### src/rtl/regbus2axi4lite.sv
// Bridges single regbus read/write requests onto an AXI4-Lite master port, one outstanding at a time.
// Latency: request in cycle N, completion pulse at N+3 with a zero-wait slave; timeout aborts after TIMEOUT_CYC busy cycles.
// Backpressure: requests while busy, or coincident with the completion pulse, are dropped; AXI valids hold until handshake.
module regbus2axi4lite #(
    parameter int ADDR_W      = 32,
    parameter int DATA_W      = 32,
    parameter int TIMEOUT_CYC = 1024
) (
    input  logic                Clk,
    input  logic                Rst,
    input  logic                addr_valid,
    input  logic                reg_write,
    input  logic [ADDR_W-1:0]   reg_addr,
    input  logic [DATA_W-1:0]   reg_wdata,
    output logic                reg_ready,
    output logic [DATA_W-1:0]   reg_rdata,
    output logic                reg_error,
    output logic                reg_busy,
    output logic [ADDR_W-1:0]   M_AXI_AWADDR,
    output logic [2:0]          M_AXI_AWPROT,
    output logic                M_AXI_AWVALID,
    input  logic                M_AXI_AWREADY,
    output logic [DATA_W-1:0]   M_AXI_WDATA,
    output logic [DATA_W/8-1:0] M_AXI_WSTRB,
    output logic                M_AXI_WVALID,
    input  logic                M_AXI_WREADY,
    input  logic [1:0]          M_AXI_BRESP,
    input  logic                M_AXI_BVALID,
    output logic                M_AXI_BREADY,
    output logic [ADDR_W-1:0]   M_AXI_ARADDR,
    output logic [2:0]          M_AXI_ARPROT,
    output logic                M_AXI_ARVALID,
    input  logic                M_AXI_ARREADY,
    input  logic [DATA_W-1:0]   M_AXI_RDATA,
    input  logic [1:0]          M_AXI_RRESP,
    input  logic                M_AXI_RVALID,
    output logic                M_AXI_RREADY
);

    localparam logic [2:0] IDLE    = 3'd0;
    localparam logic [2:0] WR_REQ  = 3'd1;
    localparam logic [2:0] WR_RESP = 3'd2;
    localparam logic [2:0] RD_REQ  = 3'd3;
    localparam logic [2:0] RD_RESP = 3'd4;

    localparam int CNT_W = (TIMEOUT_CYC > 1) ? $clog2(TIMEOUT_CYC) : 1;

    logic [2:0]        state;
    logic [ADDR_W-1:0] addr_q;
    logic [DATA_W-1:0] wdata_q;
    logic              awvalid_q;
    logic              wvalid_q;
    logic              arvalid_q;
    logic              aw_done;
    logic              w_done;
    logic [CNT_W-1:0]  to_cnt;
    logic              timeout_hit;
    logic              aw_hs;
    logic              w_hs;

    assign timeout_hit = (TIMEOUT_CYC != 0) && (to_cnt == CNT_W'(TIMEOUT_CYC - 1));
    assign aw_hs       = awvalid_q && M_AXI_AWREADY;
    assign w_hs        = wvalid_q && M_AXI_WREADY;

    assign reg_busy      = (state != IDLE);
    assign M_AXI_AWADDR  = addr_q;
    assign M_AXI_ARADDR  = addr_q;
    assign M_AXI_WDATA   = wdata_q;
    assign M_AXI_AWPROT  = 3'b000;
    assign M_AXI_ARPROT  = 3'b000;
    assign M_AXI_WSTRB   = '1;
    assign M_AXI_AWVALID = awvalid_q;
    assign M_AXI_WVALID  = wvalid_q;
    assign M_AXI_ARVALID = arvalid_q;
    // Readies decode straight from state so reset drops them asynchronously.
    assign M_AXI_BREADY  = (state == WR_RESP);
    assign M_AXI_RREADY  = (state == RD_RESP);

    always_ff @(posedge Clk or posedge Rst) begin
        if (Rst) begin
            to_cnt <= '0;
        end else if (state == IDLE) begin
            to_cnt <= '0;
        end else begin
            to_cnt <= to_cnt + 1'b1;
        end
    end

    always_ff @(posedge Clk or posedge Rst) begin
        if (Rst) begin
            state     <= IDLE;
            addr_q    <= '0;
            wdata_q   <= '0;
            awvalid_q <= 1'b0;
            wvalid_q  <= 1'b0;
            arvalid_q <= 1'b0;
            aw_done   <= 1'b0;
            w_done    <= 1'b0;
            reg_ready <= 1'b0;
            reg_error <= 1'b0;
            reg_rdata <= '0;
        end else begin
            reg_ready <= 1'b0;
            reg_error <= 1'b0;
            if (state != IDLE && timeout_hit) begin
                // Abort: the slave may be wedged, so nothing is left dangling on the bus.
                awvalid_q <= 1'b0;
                wvalid_q  <= 1'b0;
                arvalid_q <= 1'b0;
                state     <= IDLE;
                reg_ready <= 1'b1;
                reg_error <= 1'b1;
                reg_rdata <= '0;
            end else begin
                case (state)
                    IDLE: begin
                        if (addr_valid && !reg_ready) begin
                            addr_q  <= reg_addr;
                            wdata_q <= reg_wdata;
                            aw_done <= 1'b0;
                            w_done  <= 1'b0;
                            if (reg_write) begin
                                state     <= WR_REQ;
                                awvalid_q <= 1'b1;
                                wvalid_q  <= 1'b1;
                            end else begin
                                state     <= RD_REQ;
                                arvalid_q <= 1'b1;
                            end
                        end
                    end
                    WR_REQ: begin
                        if (aw_hs) begin
                            awvalid_q <= 1'b0;
                            aw_done   <= 1'b1;
                        end
                        if (w_hs) begin
                            wvalid_q <= 1'b0;
                            w_done   <= 1'b1;
                        end
                        if ((aw_done || aw_hs) && (w_done || w_hs)) begin
                            state <= WR_RESP;
                        end
                    end
                    WR_RESP: begin
                        if (M_AXI_BVALID) begin
                            state     <= IDLE;
                            reg_ready <= 1'b1;
                            reg_error <= (M_AXI_BRESP != 2'b00);
                        end
                    end
                    RD_REQ: begin
                        if (M_AXI_ARREADY) begin
                            arvalid_q <= 1'b0;
                            state     <= RD_RESP;
                        end
                    end
                    RD_RESP: begin
                        if (M_AXI_RVALID) begin
                            state     <= IDLE;
                            reg_ready <= 1'b1;
                            reg_rdata <= M_AXI_RDATA;
                            reg_error <= (M_AXI_RRESP != 2'b00);
                        end
                    end
                    default: begin
                        state <= IDLE;
                    end
                endcase
            end
        end
    end

endmodule

### config.mk
export PLATFORM = sky130hd
export DESIGN_NAME = regbus2axi4lite
export DESIGN_NICKNAME = d
export VERILOG_FILES = /design/src/rtl/regbus2axi4lite.sv
export SDC_FILE = /design/constraint.sdc
export NUM_CORES = 1
export LEC_CHECK = 0
export ABC_CLOCK_PERIOD_IN_PS = 4050
export CAP_MARGIN = 20
export CORE_MARGIN = 8
export CORE_UTILIZATION = 37
export DETAILED_ROUTE_END_ITERATION = 6
export GPL_TIMING_DRIVEN = 0
export PLACE_DENSITY = 0.89
export RECOVER_POWER = 100
export SYNTH_ARGS = -nofsm -noshare
export SYNTH_HDL_FRONTEND = slang
export SYNTH_SLANG_ARGS = --single-unit
### constraint.sdc
create_clock -name Clk -period 4.05 [get_ports Clk]
set_clock_uncertainty 0.2 [all_clocks]
set_input_delay 0.81 -clock Clk [delete_from_list [all_inputs] [get_ports Clk]]
set_output_delay 0.81 -clock Clk [all_outputs]
set_load 0.1 [all_outputs]
==> results of run 1 <==
[power by group through the flow]
stage | Sequential [uW] | Combinational, uW | Clock [uW]
CTS | 1160 | 193 | 1670
floorplan | 1180 | 68.6 | 0
global placement | 1180 | 179 | 0
finish | 1160 | 183 | 1640
detailed placement | 1180 | 191 | 0
global route | 1160 | 196 | 1720
[per-stage QoR]
stage | hold WS, ns | power, uW
6_report | 0.2861 | 2980
5_1_grt | 0.3031 | 3073
4_1_cts | 0.2977 | 3020
3_5_place_dp | 0.2903 | 1372
3_3_place_gp | 0.2682 | 1360
2_1_floorplan | 0.2547 | 1249
[path summary, 6_finish.rpt]
kind                                             from                            to  slack [ns]  depth (start not counted)
setup / recovery                 state[0]$_DFFE_PP0P_                      reg_busy        0.25                          5
max in group asynchronous                         Rst  M_AXI_ARADDR[29]$_DFFE_PP0P_        0.70                          4
min in group asynchronous                         Rst     reg_rdata[27]$_DFFE_PP0P_        0.84                          2
hold reg to reg            M_AXI_WDATA[1]$_DFFE_PP0P_    M_AXI_WDATA[1]$_DFFE_PP0P_        0.29                          1
hold / removal             M_AXI_WDATA[1]$_DFFE_PP0P_    M_AXI_WDATA[1]$_DFFE_PP0P_        0.29                          1
setup reg to reg                  to_cnt[0]$_DFF_PP0_     reg_rdata[23]$_DFFE_PP0P_        0.88                          5
[layout make-up]
type / instances / area, um^2 / share of cell area
multi-input cells: 211 / 1693 / 0.2029
inverters: 6 / 23.77 / 0.002850
flip-flops and latches: 116 / 2903 / 0.3480
clock inverters: 9 / 175.2 / 0.02100
repair buffers: 247 / 2457 / 0.2946
plain buffers: 59 / 396.6 / 0.04755
clock buffers: 23 / 467.9 / 0.05610
well taps: 180 / 225.2 / 0.02700
[routing by layer]
layer	up-vias	wire length (um)	global-route usage
li1	1845	-	-
met1	1911	6016	0.1915
met2	185	8274	0.3058
met3	35	1189	0.06777
met4	0	449	0.08858
met5	-	0	0
[sequential cells by signal, summed over array words and instances, names as in the netlist]
register,flops
M_AXI_WDATA,32
state,3
reg_ready,1
aw_done,1
to_cnt,10
M_AXI_ARADDR,32
M_AXI_WVALID,1
reg_error,1
M_AXI_ARVALID,1
w_done,1
M_AXI_AWVALID,1
reg_rdata,32
[cell usage in the layout (no fill, tap or decap), drive strengths merged, types with 2 or more instances in the layout]
cell type	n
conb	10
nor3	2
clkinvlp	3
or3	5
o22a	2
clkbuf	37
bufinv	5
mux2i	32
a32oi	3
dfrtp	116
nor4bb	2
and4	2
nand4	4
inv	5
mux2	64
o31ai	2
buf	48
nor3b	2
dlygate4sd3	137
a21oi	10
clkinv	2
o2bb2ai	2
nor2b	2
clkdlybuf4s50	107
nand3b	3
nand2	4
o21ai	6
nor2	38
nand3	3
xnor2	2
[critical path: cells and delay by family, from the launching register on]
family / cells / cell delay (ns)
DFF: 1 / 0.35
buffers and inverters: 4 / 1.66
and+or+nand+nor: 1 / 0.37
[cell families (layout without fill, tap and decap cells)]
| kind of cell | count (synthesis) | in the layout | share of synthesized area |
|---|---|---|---|
| other | 2 | 10 | 0.001464 |
| multiplexers | 96 | 96 | 0.2226 |
| AND/OR/NAND/NOR | 74 | 74 | 0.07974 |
| XOR/XNOR | 3 | 3 | 0.005122 |
| buffers and inverters | 65 | 344 | 0.08900 |
| flip-flops | 116 | 116 | 0.5657 |
| adder cells (fa/ha/maj) | 1 | 1 | 0.002438 |
| AO/OA/AOI/OAI | 27 | 27 | 0.03390 |
[Yosys cell counts, drive strengths merged, types with 3 or more instances]
| cell type | number |
|---|---|
| nand2 | 4 |
| inv | 6 |
| dfrtp | 116 |
| buf | 58 |
| mux2i | 32 |
| nor2 | 38 |
| nand3b | 3 |
| a32oi | 3 |
| or3 | 5 |
| a21oi | 10 |
| nand4 | 4 |
| o21ai | 6 |
| nand3 | 3 |
| mux2 | 64 |
==> impl_metrics.tcl, run 1 <==
set metrics [dict create \
    utilization 0.6080 \
    grt_pass1_wl_um 24910 \
    cap_violations 2 \
    fmax_mhz 263.2 \
    htree_levels 4 \
    io_pins 255 \
    grt_setup_unrepaired "no" \
    setup_viol 0 \
    fin_cells 851 \
    die_area_mm2 0.01789 \
    crit_path_top_delay_cell "clkdlybuf4s50_1" \
    root_buffer "clkbuf_16" \
    seqPwrFrac 0.389 \
    dr.pass1.iters 4 \
    final_layout_size_suffix_gt1_frac 0.1788 \
    synth_edf_count 0 \
    dp.cells 819 \
    numCtsBuffers 17 \
    vias 3976 \
    die-height_um 133.8 \
    routabilityCongestion 0.7736 \
    post-route-period-util 0.9380 \
    min_period_ns 3.799 \
    yosysSeqAreaShare 0.5657 \
    cts-resized-gates 0 \
    netSwitchingFraction 0.2006 \
    path_cells "buf_4 -> nor3_4 -> clkbuf_1 -> inv_1 -> clkdlybuf4s50_1" \
    ctsHoldBuffers 0 \
    violations "max-capacitance violations, max-slew violations" \
    wl_um 15930 \
    clock_sinks 116 \
    clkPwrFrac 0.549 \
    clock_latency_ns 0.41 \
    run_status "finished with violations" \
    slowest_delay_ns 0.98 \
    n_antenna_cell 0 \
    core_mm2 0.01372 \
    clk_pin_slew_ns 0.05 \
    rows 43 \
    worstSetupPathType "register to primary output" \
    cts_setup_buffers 0 \
    cts_tree "yes" \
    final.setup.tns_ns 0 \
    hold_viol 0 \
    cp.arrival_ns 2.79 \
    synthArstFlopShare 1.000 \
    max_slew_margin -0.2017 \
    vias_per_cell 4.672 \
    synth_top_area_cell "dfrtp_1" \
    fin_area_mm2 0.008342 \
    path_max_fanout 10 \
    startpoint_type "register" \
    p_int_uw 2382 \
    wl_per_cell_um 18.72 \
    clockBufferDepth 2 \
    start_util 0.3740 \
    cp.required_ns 3.04 \
    io_buffers 244 \
    p_leak_uw 0.004342 \
    placed_cell_area_mm2 0.007900 \
    slew_violations 41 \
    yosys-top-cells-area "dfrtp_1 57%, mux2_2 8.1%, mux2_4 7.9%" \
    comb_power_share 0.062 \
    worst_pin_slew_ns 1.786 \
    synthFlopType "dfrtp_1" \
    ys_warn_count 0 \
    synth-seq-cells 116 \
    grt_pass1_vias 4486 \
    netlist_instances 384 \
    setup_ws_ns 0.2510 \
    ys_types 41 \
    drc 0 \
    num-nets-final 768 \
    switchingPower_uw 597.7 \
    syn_to_final_growth_pct 62.57 \
    pre_cts_slack_ns 0.6138 \
    drtIter0Drc 155 \
    synth_area_mm2 0.005131 \
    antenna_found_initial 0 \
    grt.overflow.total 0 \
    grt_usage 0.1794 \
    syn_area_per_cell_um2 13.36 \
    ant_nets 0 \
    min_path_type "register to register" \
    grt_max_degree 44 \
    synth_top_area_frac 0.5657 \
    powerDensity_mw_per_mm2 357.2 \
    worst_setup_path_end_kind "primary output" \
    nFillCells 1091 \
    die_w_um 133.8 \
    vdd_drop_max_v 0.0002497 \
    dp_hpwl_um 12420 \
]
No activity file was read; power rests on OpenSTA's default activity.
==> inputs of run 2 (changes only) <==
--- a/config.mk
+++ b/config.mk
@@ -5,8 +5,8 @@
 export SDC_FILE = /design/constraint.sdc
 export NUM_CORES = 1
 export LEC_CHECK = 0
-export ABC_CLOCK_PERIOD_IN_PS = 4050
-export CAP_MARGIN = 20
+export ABC_CLOCK_PERIOD_IN_PS = 3350
+export CAP_MARGIN = 0
 export CORE_MARGIN = 8
 export CORE_UTILIZATION = 37
 export DETAILED_ROUTE_END_ITERATION = 6
==> constraint.sdc (replaced) <==
create_clock -name Clk -period 3.35 [get_ports Clk]
set_clock_uncertainty 0.2 [all_clocks]
set_input_delay 0.67 -clock Clk [delete_from_list [all_inputs] [get_ports Clk]]
set_output_delay 0.67 -clock Clk [all_outputs]
set_load 0.1 [all_outputs]
==> impl_metrics.tcl, run 2 (synthesis gave the netlist of run 1 again) <==
set metrics [dict create \
    wl_per_cell_um 18.37 \
    ctsHoldBuffers 0 \
    worstSetupPathType "register to register" \
    io_buffers 244 \
    clock_latency_ns 0.40 \
    grt_pass1_wl_um 24340 \
    grt_usage 0.1740 \
    dp_hpwl_um 12200 \
    max_slew_margin -0.2911 \
    min_path_type "register to register" \
    root_buffer "clkbuf_16" \
    worst_pin_slew_ns 1.919 \
    grt_pass1_vias 4500 \
    vias 3999 \
    grt_max_degree 41 \
    vias_per_cell 4.705 \
    wl_um 15620 \
    startpoint_type "register" \
    worst_setup_path_end_kind "register" \
    numCtsBuffers 17 \
    post-route-period-util 0.9651 \
    utilization 0.6036 \
    cts_tree "yes" \
    layout_common_cells "135 x dlygate4sd3_1, 116 x dfrtp_1, 107 x clkdlybuf4s50_1" \
    path_max_fanout 10 \
    cp.required_ns 3.43 \
    grt_setup_unrepaired "no" \
    rows 43 \
    num-nets-final 768 \
    setup_viol 0 \
    ant_nets 0 \
    multi_input_area_mm2 0.001698 \
    cp.arrival_ns 3.31 \
    drc 0 \
    clock_sinks 116 \
    slew_violations 40 \
    nFillCells 1100 \
    die-height_um 133.8 \
    grt.overflow.total 0 \
    clockBufferDepth 2 \
    die_area_mm2 0.01789 \
    critPathTopFamily "simple AND/OR/NAND/NOR gates" \
    min_period_ns 3.233 \
    vdd_drop_max_v 0.0002962 \
    hold_viol 0 \
    n_antenna_cell 0 \
    crit_path_top_delay_cell "nor4_1" \
    io_pins 255 \
    routabilityCongestion 0.7984 \
    final.setup.tns_ns 0 \
    drtIter0Drc 148 \
    die_w_um 133.8 \
    cts_setup_buffers 0 \
    p_leak_uw 0.004322 \
    seq_area_mm2 0.002903 \
    powerDensity_mw_per_mm2 402.7 \
    violations "max-capacitance violations, max-slew violations" \
    slowest_delay_ns 1.55 \
    fmax_mhz 309.3 \
    cap_violations 2 \
    syn_to_final_growth_pct 61.40 \
    final_layout_size_suffix_gt1_frac 0.1910 \
    antenna_found_initial 1 \
    path_cells "ha_1 -> nand3_1 -> nor4_1 -> buf_2 -> nor2_1" \
    layout_commonest_cell "dlygate4sd3_1" \
    core_mm2 0.01372 \
    run_status "finished with violations" \
    htree_levels 4 \
    clk_pin_slew_ns 0.05 \
    start_util 0.3740 \
    worst-path-buf-inv 1 \
    dr.pass1.iters 4 \
]
[run 2: cell count changes in the layout (fill, tap and decap cells not counted), sizes merged]
cell	before	now
buf	48	51
bufinv	5	1
clkbuf	37	35
clkdlybuf4s15	0	1
clkinv	2	4
clkinvlp	3	4
dlygate4sd3	137	135
[run 2: worst paths after layout]
| path | slack (ns) | cells after the start | start | endpoint |
|---|---|---|---|---|
| setup / recovery | 0.12 | 5 | to_cnt[0]$_DFF_PP0_ | reg_rdata[29]$_DFFE_PP0P_ |
| min in group asynchronous | 0.54 | 2 | Rst | M_AXI_WDATA[13]$_DFFE_PP0P_ |
| setup reg to reg | 0.12 | 5 | to_cnt[0]$_DFF_PP0_ | reg_rdata[29]$_DFFE_PP0P_ |
| max in group asynchronous | 0.50 | 3 | Rst | to_cnt[0]$_DFF_PP0_ |
| hold / removal | 0.29 | 1 | M_AXI_WDATA[0]$_DFFE_PP0P_ | M_AXI_WDATA[0]$_DFFE_PP0P_ |
| hold reg to reg | 0.29 | 1 | M_AXI_WDATA[0]$_DFFE_PP0P_ | M_AXI_WDATA[0]$_DFFE_PP0P_ |
[run 2: per-layer routing]
| layer | GRT usage | wire length, um | share of wire | up-vias |
|---|---|---|---|---|
| met1 | 0.1809 | 5775 | 0.37 | 1958 |
| li1 | - | - | - | 1828 |
| met4 | 0.05989 | 255 | 0.016 | 2 |
| met3 | 0.07794 | 1448 | 0.093 | 23 |
| met5 | 0 | 8 | 0.00051 | - |
| met2 | 0.3047 | 8129 | 0.52 | 188 |
[run 2: layout make-up]
type,count,share of cell area
multi-input cells,211,0.2050
repair buffers,247,0.2978
well taps,180,0.02719
flip-flops and latches,116,0.3505
plain buffers,59,0.04850
clock buffers,23,0.05892
clock inverters,8,0.009216
inverters,6,0.002871
[run 2: power breakdown]
part / switching (uW) / total [uW] / internal (uW)
Combinational: 101 / 223 / 123
Sequential: 0 / 1400 / 1400
Clock: 618 / 1710 / 1090
[run 2: per-stage QoR]
step	hold WS [ns]	total power [uW]	instances	cell area, um^2	worst slack (ns)
detailed placement	0.2862	1658	819	7898	0.02180
floorplan	0.2547	1510	392	5170	0.7247
global placement	0.2660	1644	816	7838	0.03842
CTS	0.2930	3384	850	8463	0.06645
global route	0.3055	3446	850	8282	0.04308
finish	0.2879	3335	850	8282	0.1169
[run 2: repair_timing]
action	4_1_cts	5_1_grt
setup endpoints to repair	1	2
resized for setup	3	3
cloned	0	0
==> inputs of run 3 (changes only) <==
--- a/config.mk
+++ b/config.mk
@@ -10,6 +10,7 @@
 export CORE_MARGIN = 8
 export CORE_UTILIZATION = 37
 export DETAILED_ROUTE_END_ITERATION = 6
+export GPL_ROUTABILITY_DRIVEN = 1
 export GPL_TIMING_DRIVEN = 0
 export PLACE_DENSITY = 0.89
 export RECOVER_POWER = 100
==> results of run 3 <==
Same layout as run 2: the final DEF is identical, and so are final timing and power.
